## src/rtl/serial_pkg.sv

```systemverilog
// Shared types and helpers for the serial word transmitter.
package serial_pkg;

  typedef enum logic [1:0] {
    IDLE  = 2'd0,
    SHIFT = 2'd1,
    DONE  = 2'd2
  } state_t;

  // Counter width for a 0..range_n-1 count, never narrower than one bit.
  function automatic int cnt_width(input int range_n);
    return (range_n > 1) ? $clog2(range_n) : 1;
  endfunction

endpackage

```

## src/rtl/serial_word_tx_bit_timer.sv

```systemverilog
// Bit-period divider: tick marks the last clk cycle of each serial bit while run is high.
module bit_timer
  import serial_pkg::*;
#(
  parameter int CLKS_PER_BIT = 1
) (
  input  logic clk,
  input  logic rst,
  input  logic run,
  output logic tick
);

  localparam int               DIV_W    = cnt_width(CLKS_PER_BIT);
  localparam logic [DIV_W-1:0] DIV_LAST = DIV_W'(CLKS_PER_BIT - 1);

  logic [DIV_W-1:0] div_cnt;

  assign tick = run && (div_cnt == DIV_LAST);

  // Held at zero whenever not running, so every frame starts a fresh bit period.
  always_ff @(posedge clk or posedge rst) begin
    if (rst) begin
      div_cnt <= '0;
    end else if (!run || tick) begin
      div_cnt <= '0;
    end else begin
      div_cnt <= div_cnt + 1'b1;
    end
  end

endmodule

```

## src/rtl/serial_word_tx.sv

```systemverilog
// LSB-first serialiser with valid/ready load, per-bit sample strobe, abort and frame-done pulse.
module serial_word_tx
  import serial_pkg::*;
#(
  parameter int   NUM_BITS     = 8,
  parameter int   CLKS_PER_BIT = 1,
  parameter logic IDLE_LEVEL   = 1'b0
) (
  input  logic                clk,
  input  logic                rst,
  input  logic [NUM_BITS-1:0] data_in,
  input  logic                data_valid,
  output logic                data_ready,
  input  logic                abort,
  output logic                serial_out,
  output logic                shift_enable,
  output logic                frame_done,
  output logic                busy
);

  localparam int               BIT_W    = cnt_width(NUM_BITS);
  localparam logic [BIT_W-1:0] BIT_LAST = BIT_W'(NUM_BITS - 1);

  state_t              state;
  state_t              state_nxt;
  logic [NUM_BITS-1:0] word;
  logic [BIT_W-1:0]    bit_cnt;
  logic                accept;
  logic                run;
  logic                tick;
  logic                last_bit;
  logic                cancel;

  assign accept   = data_valid && (state == IDLE);
  assign cancel   = abort && (state != IDLE);
  // Abort masks the strobe in the same cycle so no bit is sampled on the cancel edge.
  assign run      = (state == SHIFT) && !abort;
  assign last_bit = (bit_cnt == BIT_LAST);

  bit_timer #(
    .CLKS_PER_BIT(CLKS_PER_BIT)
  ) u_bit_timer (
    .clk (clk),
    .rst (rst),
    .run (run),
    .tick(tick)
  );

  always_ff @(posedge clk or posedge rst) begin
    if (rst) begin
      state <= IDLE;
    end else begin
      state <= state_nxt;
    end
  end

  always_comb begin
    state_nxt = state;
    unique case (state)
      IDLE:    if (data_valid) state_nxt = SHIFT;
      SHIFT: begin
        if (abort) begin
          state_nxt = IDLE;
        end else if (tick && last_bit) begin
          state_nxt = DONE;
        end
      end
      DONE:    state_nxt = IDLE;
      default: state_nxt = IDLE;
    endcase
  end

  always_comb begin
    data_ready   = (state == IDLE);
    busy         = (state != IDLE);
    serial_out   = IDLE_LEVEL;
    shift_enable = tick;
    frame_done   = 1'b0;
    if (state == SHIFT) begin
      serial_out = word[0];
    end
    if (state == DONE) begin
      frame_done = !abort;
    end
  end

  // bit_cnt clears on the last strobe instead of counting to NUM_BITS.
  always_ff @(posedge clk or posedge rst) begin
    if (rst) begin
      word    <= '0;
      bit_cnt <= '0;
    end else if (cancel) begin
      word    <= '0;
      bit_cnt <= '0;
    end else if (accept) begin
      word    <= data_in;
      bit_cnt <= '0;
    end else if (tick) begin
      word    <= {1'b0, word[NUM_BITS-1:1]};
      bit_cnt <= last_bit ? '0 : bit_cnt + 1'b1;
    end
  end

endmodule

```

## config.mk

```make
export PLATFORM = sky130hd
export DESIGN_NAME = serial_word_tx
export DESIGN_NICKNAME = d
export VERILOG_FILES = /design/src/rtl/serial_pkg.sv /design/src/rtl/serial_word_tx_bit_timer.sv /design/src/rtl/serial_word_tx.sv
export SDC_FILE = /design/constraint.sdc
export NUM_CORES = 1
export LEC_CHECK = 0
export CORE_ASPECT_RATIO = 1.1
export CORE_MARGIN = 2
export CORE_UTILIZATION = 46
export CTS_CLUSTER_DIAMETER = 60
export DETAILED_ROUTE_END_ITERATION = 16
export PLACE_DENSITY = 0.74
export SLEW_MARGIN = 20
export SYNTH_ARGS = -nofsm -noshare
export SYNTH_HDL_FRONTEND = slang
export SYNTH_SLANG_ARGS = --single-unit
```

## constraint.sdc

```tcl
create_clock -name clk -period 1.65 [get_ports clk]
set_input_delay 0.165 -clock clk [delete_from_list [all_inputs] [get_ports clk]]
set_output_delay 0.165 -clock clk [all_outputs]
set_load 0.1 [all_outputs]
```

==> impl_metrics.tcl, run 1 <==
set metrics [dict create \
    status "finished clean" \
    drv_slew 0 \
    synth_top_area_cell "dfrtp_1" \
    design_area_um2 955.9 \
    post_dp_cell_area_um2 927.1 \
    crit_type "reg -> out" \
    path_buf_inv 1 \
    drtIter0Drc 4 \
    holdWs_ps 235.2 \
    routed_wl_mm 1.307 \
    syn_inst 55 \
    r2r_cells 3 \
    hold_buffers 0 \
    vdd.ir_drop.worst_mv 0.5677 \
    power_mw 0.8899 \
    syn_to_final_growth_pct 40.44 \
    die_h_um 44.35 \
    drive_gt1_share_pct 22.67 \
    clkTransAtPathRegs_ps 80 \
    die_x_um 40.68 \
    grt_antenna_before_repair 0 \
    cts_buffer_depth 2 \
    n_antenna_cell 0 \
    start_util_pct 49.19 \
    post-route-util_pct 69.08 \
    p_clk_share_pct 20.7 \
    synth_top_area_share_pct 51.47 \
    drt_pass1_iterations 2 \
    fmaxAchievable_ghz 0.6522 \
    yosysUniqueCellTypes 21 \
    skew_ps 4.028 \
    ff2ff_setup_slack_ps 290 \
    swShare_pct 33.17 \
    clock-root-buffer "clkbuf_4" \
    fin_nets 91 \
    intPower_mw 0.5947 \
    yosysWarnings 0 \
    ios 17 \
    synth_area_leaders "dfrtp_1 (51%), mux2i_1 (10%), o2bb2ai_1 (9.0%)" \
    leakage_nw 0.4326 \
    relSlewSlack_pct 65.00 \
    cts-buffers-inserted 3 \
    wire_per_inst_um 14.36 \
    viasPerCell 5.330 \
    grt_pass1_wl_mm 2.118 \
    p_per_area_nw_per_um2 930.9 \
    place_hpwl_um 984.5 \
    rsz0062_at_grt "false" \
    cpMaxStageDelayCell "dfrtp_2" \
    die_area_um2 1804 \
    syn_avg_cell_area_um2 12.38 \
    power_frac_comb_pct 32.8 \
    critPathLaunchType "flip-flop" \
    syn-num-nets 69 \
    grt_max_degree 15 \
    portBuffers 16 \
    setup_slack_ps 116.8 \
    reg2reg_to "word[3]$_DFFE_PP0P_" \
    ys_seq_elements 14 \
    slowest_delay_ps 450 \
    min_path_type "in -> async" \
    crit_path_max_fanout 8 \
    period_needed_ps 1533 \
    p_switching_mw 0.2952 \
    fin_crit_sh_pct 92.92 \
    syn_area_um2 680.7 \
    grt_usage_pct 17.39 \
    drv_cap 0 \
    grt_pass1_vias 485 \
    core_um2 1384 \
    r2r_start "state[0]$_DFFE_PP0P_" \
    cts_tree "done" \
    setup_violations 0 \
    crit_path_end_kind "primary output" \
    vias 485 \
    rows 14 \
    tightest_slew_ps 524.4 \
    clock_latency_ps 270 \
    gp_congestion 0.7656 \
    cp_top_family "simple AND/OR/NAND/NOR gates" \
    crit_chain "nor3b_2 -> and2b_2 -> buf_12" \
    hold_viol 0 \
    final_antenna_net_count 0 \
    post-route-drc-count 0 \
    cp.required_ps 1480 \
    p_seq_share_pct 46.5 \
    clock_sinks 14 \
    preCtsSetupSlack_ps 125.8 \
    cts_max_level 1 \
    ys_seq_area_share_pct 51.47 \
    grt_overflow 0 \
    cp.arrival_ps 1370 \
]
-- per-stage QoR --
step / instances / setup TNS (ps)
2_1_floorplan: 55 / -1.421
3_3_place_gp: 88 / 0
3_5_place_dp: 88 / 0
4_1_cts: 91 / 0
5_1_grt: 91 / 0
6_report: 91 / 0
-- worst register-to-register path: cells and delay by family (launching register included) --
kind            cells  cell delay, ps
flops               1             470
compound gates      2             570
simple gates        1             190
-- synth_stat cells --
library cell,number
mux2i_1,7
buf_6,1
and3b_1,1
dfrtp_1,14
or2_4,1
buf_4,1
nor2b_1,1
a22o_1,4
and2b_1,1
o21bai_1,1
o2bb2ai_1,7
nor2_1,2
and2_1,1
nor3b_1,3
conb_1,1
ha_1,2
nand2b_1,1
o22ai_2,1
inv_1,3
a21oi_1,1
a31oi_1,1
-- routing by layer --
metal,vias to the layer above,global-route usage [%],part of all wire (%)
li1,242,-,-
met5,-,0,0
met1,232,27.06,50
met2,9,24.13,46
met3,2,3.015,3.7
met4,0,6.000,0.46
-- what timing repair did --
item	CTS	global route
pin swaps	0	0
buffers inserted	0	0
resized for setup	1	1
hold endpoints to repair	0	0
endpoints found under the setup margin	1	1
cloned	0	0
-- cells in the final DEF (no fill, tap or decap) --
| master | n |
|---|---|
| and3b_1 | 1 |
| nor3b_1 | 1 |
| a22o_1 | 4 |
| dfrtp_2 | 1 |
| a21oi_1 | 1 |
| buf_12 | 5 |
| ha_1 | 2 |
| nor3b_4 | 1 |
| mux2i_1 | 7 |
| nor3b_2 | 1 |
| o2bb2ai_1 | 7 |
| dfrtp_1 | 13 |
| or2_4 | 1 |
| nor2b_1 | 1 |
| o22ai_2 | 1 |
| and2b_2 | 1 |
| conb_1 | 1 |
| and2_1 | 1 |
| buf_4 | 3 |
| clkdlybuf4s50_1 | 11 |
| nand2b_1 | 1 |
| clkbuf_4 | 3 |
| a31oi_1 | 1 |
| inv_1 | 3 |
| nor2_1 | 2 |
| o21bai_1 | 1 |
-- state kept, by name (all words and copies together), names as in the netlist --
signal	flops
bit_cnt	3
state	2
u_bit_timer.div_cnt	1
word	8
-- cells by family (layout without fill, tap and decap cells) --
| group | after synthesis | in the layout | share of synthesized area [%] |
|---|---|---|---|
| AOI/OAI and AO/OA | 15 | 15 | 18.75 |
| DFF | 14 | 14 | 51.47 |
| and+or+nand+nor | 11 | 11 | 10.85 |
| muxes | 7 | 7 | 10.29 |
| buffers and inverters | 5 | 25 | 4.412 |
| adders and majority gates | 2 | 2 | 3.676 |
| other | 1 | 1 | 0.5509 |
-- layout make-up --
class	count	area, µm²
Fill cell	107	427.9
Timing Repair Buffer	19	232.7
Clock buffer	3	22.52
Inverter	3	11.26
Multi-Input combinational cell	36	317.8
Sequential cell	14	351.6
Tap cell	16	20.02
-- power by group through the flow --
| stage | combinational (mW) | clock [mW] | sequential [mW] |
|---|---|---|---|
| finish | 0.292 | 0.184 | 0.414 |
| floorplan | 0.194 | 0 | 0.409 |
| detailed placement | 0.294 | 0 | 0.419 |
| CTS | 0.294 | 0.188 | 0.413 |
| global route | 0.310 | 0.200 | 0.419 |
| global placement | 0.288 | 0 | 0.416 |
-- how the worst max path moves through the flow --
stage / startpoint / endpoint / slack (ps) / cells after the start
2_1_floorplan: state[0]$_DFFE_PP0P_ / data_ready / -1 / 2
3_3_place_gp: data_valid / word[3]$_DFFE_PP0P_ / 110 / 4
3_5_place_dp: data_valid / word[3]$_DFFE_PP0P_ / 130 / 4
4_1_cts: state[0]$_DFFE_PP0P_ / shift_enable / 40 / 3
5_1_grt: state[0]$_DFFE_PP0P_ / shift_enable / 60 / 3
6_report: state[0]$_DFFE_PP0P_ / shift_enable / 120 / 3
No activity file was read; power rests on OpenSTA's default activity.
==> inputs of run 2 (changes only) <==
- CELL_PAD_IN_SITES_DETAIL_PLACEMENT: unset -> 1
- CELL_PAD_IN_SITES_GLOBAL_PLACEMENT: unset -> 2
- CORE_UTILIZATION: 46 -> 30
- PLACE_DENSITY: 0.74 -> unset
- PLACE_DENSITY_LB_ADDON: unset -> 0.25
==> run 2 against run 1 <==
Net effect: first-iteration DRC count fell by 25%; global-route usage shrank 5.1 points; sequential power is 1% lower; design area rose by 4.1%; sequential share of layout area down 1.4 points; sequential cell count stayed put; critical endpoint unchanged; largest power group unchanged.
==> impl_metrics.tcl, run 2 (synthesis gave the netlist of run 1 again) <==
set metrics [dict create \
    reg2reg_to "bit_cnt[2]$_DFFE_PP0P_" \
    routed_wl_mm 1.390 \
    regMostFlops "word" \
    die_area_um2 2666 \
    drv_cap 0 \
    grt_usage_pct 12.26 \
    start_util_pct 30.84 \
    swShare_pct 32.24 \
    rows 18 \
    vias 518 \
    gp_congestion 0.7635 \
    clkTransAtPathRegs_ps 90 \
    setup_violations 0 \
    fmaxAchievable_ghz 0.6554 \
    drtIter0Drc 3 \
    final_cell_mix "dfrtp_1 (13), clkdlybuf4s50_1 (11), mux2i_1 (7), o2bb2ai_1 (7), buf_12 (5)" \
    top_regs "word: 8 flops, bit_cnt: 3 flops, state: 2 flops" \
    crit_type "reg -> out" \
    drv_slew 0 \
    slowest_delay_ps 450 \
    place_hpwl_um 995.7 \
    ff2ff_setup_slack_ps 330 \
    viasPerCell 4.841 \
    period_needed_ps 1526 \
    core_um2 2207 \
    cts-buffers-inserted 3 \
    grt_pass1_wl_mm 2.373 \
    clock_sinks 14 \
    relSlewSlack_pct 64.49 \
    post-route-drc-count 0 \
    fin_nets 92 \
    p_per_area_nw_per_um2 962.3 \
    leakage_nw 0.4444 \
    intPower_mw 0.6486 \
    clock-root-buffer "clkbuf_4" \
    skew_ps 6.339 \
    grt_max_degree 15 \
    power_frac_comb_pct 31.0 \
    cp.arrival_ps 1360 \
    n_antenna_cell 0 \
    grt_overflow 0 \
    final_common_cell "dfrtp_1" \
    grt_antenna_before_repair 0 \
    wire_per_inst_um 12.99 \
    crit_chain "nor3b_2 -> and2b_2 -> buf_12" \
    cp.required_ps 1480 \
    ios 17 \
    hold_viol 0 \
    min_path_type "in -> async" \
    status "finished clean" \
    fin_crit_sh_pct 92.47 \
    die_x_um 49.42 \
    cts_buffer_depth 2 \
    tightest_slew_ps 532.1 \
    vdd.ir_drop.worst_mv 0.3867 \
    syn_to_final_growth_pct 46.14 \
    r2r_start "state[0]$_DFFE_PP0P_" \
    p_clk_share_pct 26.2 \
    p_seq_share_pct 42.7 \
    portBuffers 16 \
    critPathLaunchType "flip-flop" \
    die_h_um 53.96 \
    crit_path_max_fanout 8 \
    hold_buffers 0 \
    cts_tree "done" \
    cts_max_level 1 \
    dp_cells 103 \
    cpMaxStageDelayCell "dfrtp_2" \
    crit_path_end_kind "primary output" \
    instances_no_fill 107 \
    p_switching_mw 0.3086 \
    cts_setup_buffers 0 \
    drive_gt1_share_pct 24.68 \
    rsz0062_at_grt "false" \
    largest_reg_flops 8 \
    grt_pass1_vias 534 \
    r2r_cells 4 \
    clock_latency_ps 280 \
    holdWs_ps 209.9 \
    drt_pass1_iterations 3 \
    final_antenna_net_count 0 \
]
## run 2: critical path, delay by kind of cell (launching register included)
| family | cells | cell delay [ps] |
|---|---|---|
| buffers and inverters | 1 | 190 |
| flip-flops | 1 | 450 |
| AND/OR/NAND/NOR | 2 | 450 |
## run 2: layout make-up
class | count | area [µm²]
multi-input cells | 36 | 317.8
inverters | 3 | 11.26
flip-flops and latches | 14 | 351.6
fillers | 259 | 1212
clock buffers | 4 | 36.28
well taps | 30 | 37.54
repair buffers | 20 | 240.2
## run 2: per-layer routing
metal	vias up	track usage [%]	part of all wire (%)
met5	-	0	0
met3	2	1.944	4.5
met2	12	21.62	46
met1	254	14.54	48
met4	0	6.944	1.4
li1	250	-	-
## run 2: worst max-delay path by stage
stage / end / cells past startpoint / from / slack [ps]
final: shift_enable / 3 / state[0]$_DFFE_PP0P_ / 120
after global routing: shift_enable / 3 / state[0]$_DFFE_PP0P_ / 30
after CTS: shift_enable / 3 / state[0]$_DFFE_PP0P_ / 10
after detailed placement: shift_enable / 4 / abort / 110
after global placement: word[6]$_DFFE_PP0P_ / 5 / data_valid / 120
after floorplan: data_ready / 2 / state[0]$_DFFE_PP0P_ / -1
## run 2: what timing repair did
| action | 4_1_cts | 5_1_grt |
|---|---|---|
| setup endpoints to repair | 1 | 1 |
| hold endpoints to repair | 0 | 0 |
| gates cloned | 0 | 0 |
| gates resized for setup | 1 | 1 |
## run 2: stage by stage
step	setup slack, ps	instance area [µm²]	TNS (ps)	power [mW]	util [%]
3_3_place_gp	115.9	952.2	0	0.7126	43.14
2_1_floorplan	-1.421	693.2	-1.421	0.6028	-
6_report	124.2	994.7	0	0.9572	45.07
5_1_grt	25.31	994.7	0	1.008	45.07
4_1_cts	9.664	989.7	0	0.9747	44.84
3_5_place_dp	113.9	952.2	0	0.7151	43.14
## run 2: power groups by stage
stage / clock (mW) / sequential [mW] / combinational [mW]
3_5_place_dp: 0 / 0.416 / 0.299
4_1_cts: 0.263 / 0.410 / 0.302
6_report: 0.251 / 0.409 / 0.297
5_1_grt: 0.272 / 0.416 / 0.321
2_1_floorplan: 0 / 0.409 / 0.194
3_3_place_gp: 0 / 0.416 / 0.297
==> inputs of run 3 (changes only) <==
- GPL_TIMING_DRIVEN: unset -> 0
==> run 3 against run 2 <==
Net effect: non-clock buffer count shrank 2; first-iteration DRC count decreased by 67%; setup slack worse by 25 ps; count of clock-buffer cells in the layout shrank 1; register-to-register slack worse by 50 ps; clock power is 27% lower; global-route usage up 0.077 points; cell count is 2.8% lower; critical path depth is 1 higher; clock skew shrank 2.8 ps; combinational power down 13%; sequential share of layout area is 3.3 points higher; critical endpoint unchanged.
==> impl_metrics.tcl, run 3 (synthesis gave the netlist of run 1 again) <==
set metrics [dict create \
    instances_no_fill 104 \
    status "finished clean" \
    rsz0062_at_grt "false" \
    final_cell_mix "dfrtp_1 (13), clkdlybuf4s50_1 (11), mux2i_1 (7), o2bb2ai_1 (7), clkbuf_4 (5)" \
    p_seq_share_pct 48.2 \
    clock_latency_ps 270 \
    cp.arrival_ps 1390 \
    hold_viol 0 \
    intPower_mw 0.5650 \
    drtIter0Drc 1 \
    vdd.ir_drop.worst_mv 0.3846 \
    leakage_nw 0.4116 \
    power_frac_comb_pct 30.2 \
    grt_pass1_wl_mm 2.470 \
    preCtsSetupSlack_ps -876.2 \
    cts_buffer_depth 2 \
    gp_congestion 0.6836 \
    crit_path_max_fanout 5 \
    rows 18 \
    drt-met1-wl_um 631 \
    skew_ps 3.580 \
    grt_max_degree 15 \
    cp.required_ps 1480 \
    cts_tree "done" \
    r2r_start "state[0]$_DFFE_PP0P_" \
    p_per_area_nw_per_um2 936.4 \
    hold_buffers 0 \
    final_common_cell "dfrtp_1" \
    crit_path_start "abort" \
    fmaxAchievable_ghz 0.6447 \
    grt_overflow 0 \
    die_area_um2 2666 \
    cpMaxStageDelayCell "clkdlybuf4s50_1" \
    drive_gt1_share_pct 21.62 \
    clkTransAtPathRegs_ps 80 \
    period_needed_ps 1551 \
    cp_top_family "buffers and inverters" \
    viasPerCell 4.788 \
    p_clk_share_pct 21.5 \
    dp_cells 101 \
    grt_pass1_vias 566 \
    ios 17 \
    holdWs_ps 230.4 \
    p_switching_mw 0.2868 \
    tightest_slew_ps 533.4 \
    place_hpwl_mm 1.007 \
    die_h_um 53.96 \
    core_um2 2207 \
    cts-buffers-inserted 3 \
    fillers 259 \
    cts_max_level 1 \
    slowest_delay_ps 520 \
    setup_slack_ps 98.90 \
    regMostFlops "word" \
    crit_chain "clkdlybuf4s50_1 -> nor3b_2 -> and2b_2 -> buf_8" \
    dr_wl_met3_um 59 \
    post-route-util_pct 41.21 \
    met2_wirelength_um 661 \
    drv_cap 0 \
    clock_sinks 14 \
    crit_path_end_kind "primary output" \
    critPathLaunchType "primary input" \
    n_antenna_cell 0 \
    fin_nets 90 \
    routed_wl_mm 1.365 \
    grt_antenna_before_repair 0 \
    vias 498 \
    setup_tns_ps 0 \
    min_path_type "in -> async" \
    top_regs "word: 8 flops, bit_cnt: 3 flops, state: 2 flops" \
    fin_crit_sh_pct 94.01 \
    drt_pass1_iterations 2 \
    wire_per_inst_um 13.13 \
    syn_to_final_growth_pct 33.64 \
    start_util_pct 30.84 \
    final_antenna_net_count 0 \
    drv_slew 0 \
    top_layer_used "met4" \
    setup_violations 0 \
    portBuffers 16 \
    largest_reg_flops 8 \
    crit_type "in -> out" \
    grt_usage_pct 12.34 \
    relSlewSlack_pct 64.37 \
    path_buf_inv 2 \
    die_x_um 49.42 \
    clock-root-buffer "clkbuf_4" \
    swShare_pct 33.67 \
    post-route-drc-count 0 \
]
-- run 3: path summary, 6_finish.rpt --
| kind | end | slack, ps | cells past startpoint |
|---|---|---|---|
| worst max-delay path | shift_enable | 100 | 4 |
| worst min register to register | word[3]$_DFFE_PP0P_ | 490 | 1 |
| worst max register to register | word[4]$_DFFE_PP0P_ | 280 | 3 |
| min in group clk | word[3]$_DFFE_PP0P_ | 490 | 1 |
| worst min-delay path | word[5]$_DFFE_PP0P_ | 230 | 2 |
| max in group asynchronous | state[0]$_DFFE_PP0P_ | 1030 | 2 |
-- run 3: worst register-to-register path, delay by kind of cell, from the launching register on --
family	cells	cell delay [ps]
AO/OA/AOI/OAI	2	590
flip-flops	1	470
AND/OR/NAND/NOR	1	180
-- run 3: what timing repair did --
item / in CTS / in global routing
setup endpoints to repair: 5 / 3
gates resized for setup: 28 / 4
setup buffers: 0 / 0
-- run 3: final cells by class --
type | count | area (µm²) | area share [%]
Multi-Input combinational cell | 36 | 317.8 | 34.94
Buffer | 2 | 18.77 | 2.063
Tap cell | 30 | 37.54 | 4.127
Sequential cell | 14 | 351.6 | 38.65
Timing Repair Buffer | 16 | 150.1 | 16.51
Clock buffer | 3 | 22.52 | 2.476
Inverter | 3 | 11.26 | 1.238
-- run 3: stage by stage --
stage | power (mW) | area [µm²]
2_1_floorplan | 0.6028 | 693.2
3_3_place_gp | 0.6787 | 890.9
3_5_place_dp | 0.6826 | 890.9
4_1_cts | 0.8604 | 895.9
5_1_grt | 0.9130 | 909.6
6_report | 0.8518 | 909.6
-- run 3: power by group through the flow --
stage	sequential, mW	clock [mW]	combinational (mW)
finish	0.411	0.183	0.258
global route	0.419	0.215	0.279
CTS	0.411	0.191	0.258
detailed placement	0.417	0	0.266
global placement	0.416	0	0.263
floorplan	0.409	0	0.194
-- run 3: layer usage --
layer / GRT usage, % / up-vias
li1: - / 239
met4: 5.556 / 0
met5: 0 / -
met3: 2.778 / 2
met1: 15.42 / 247
met2: 20.72 / 10
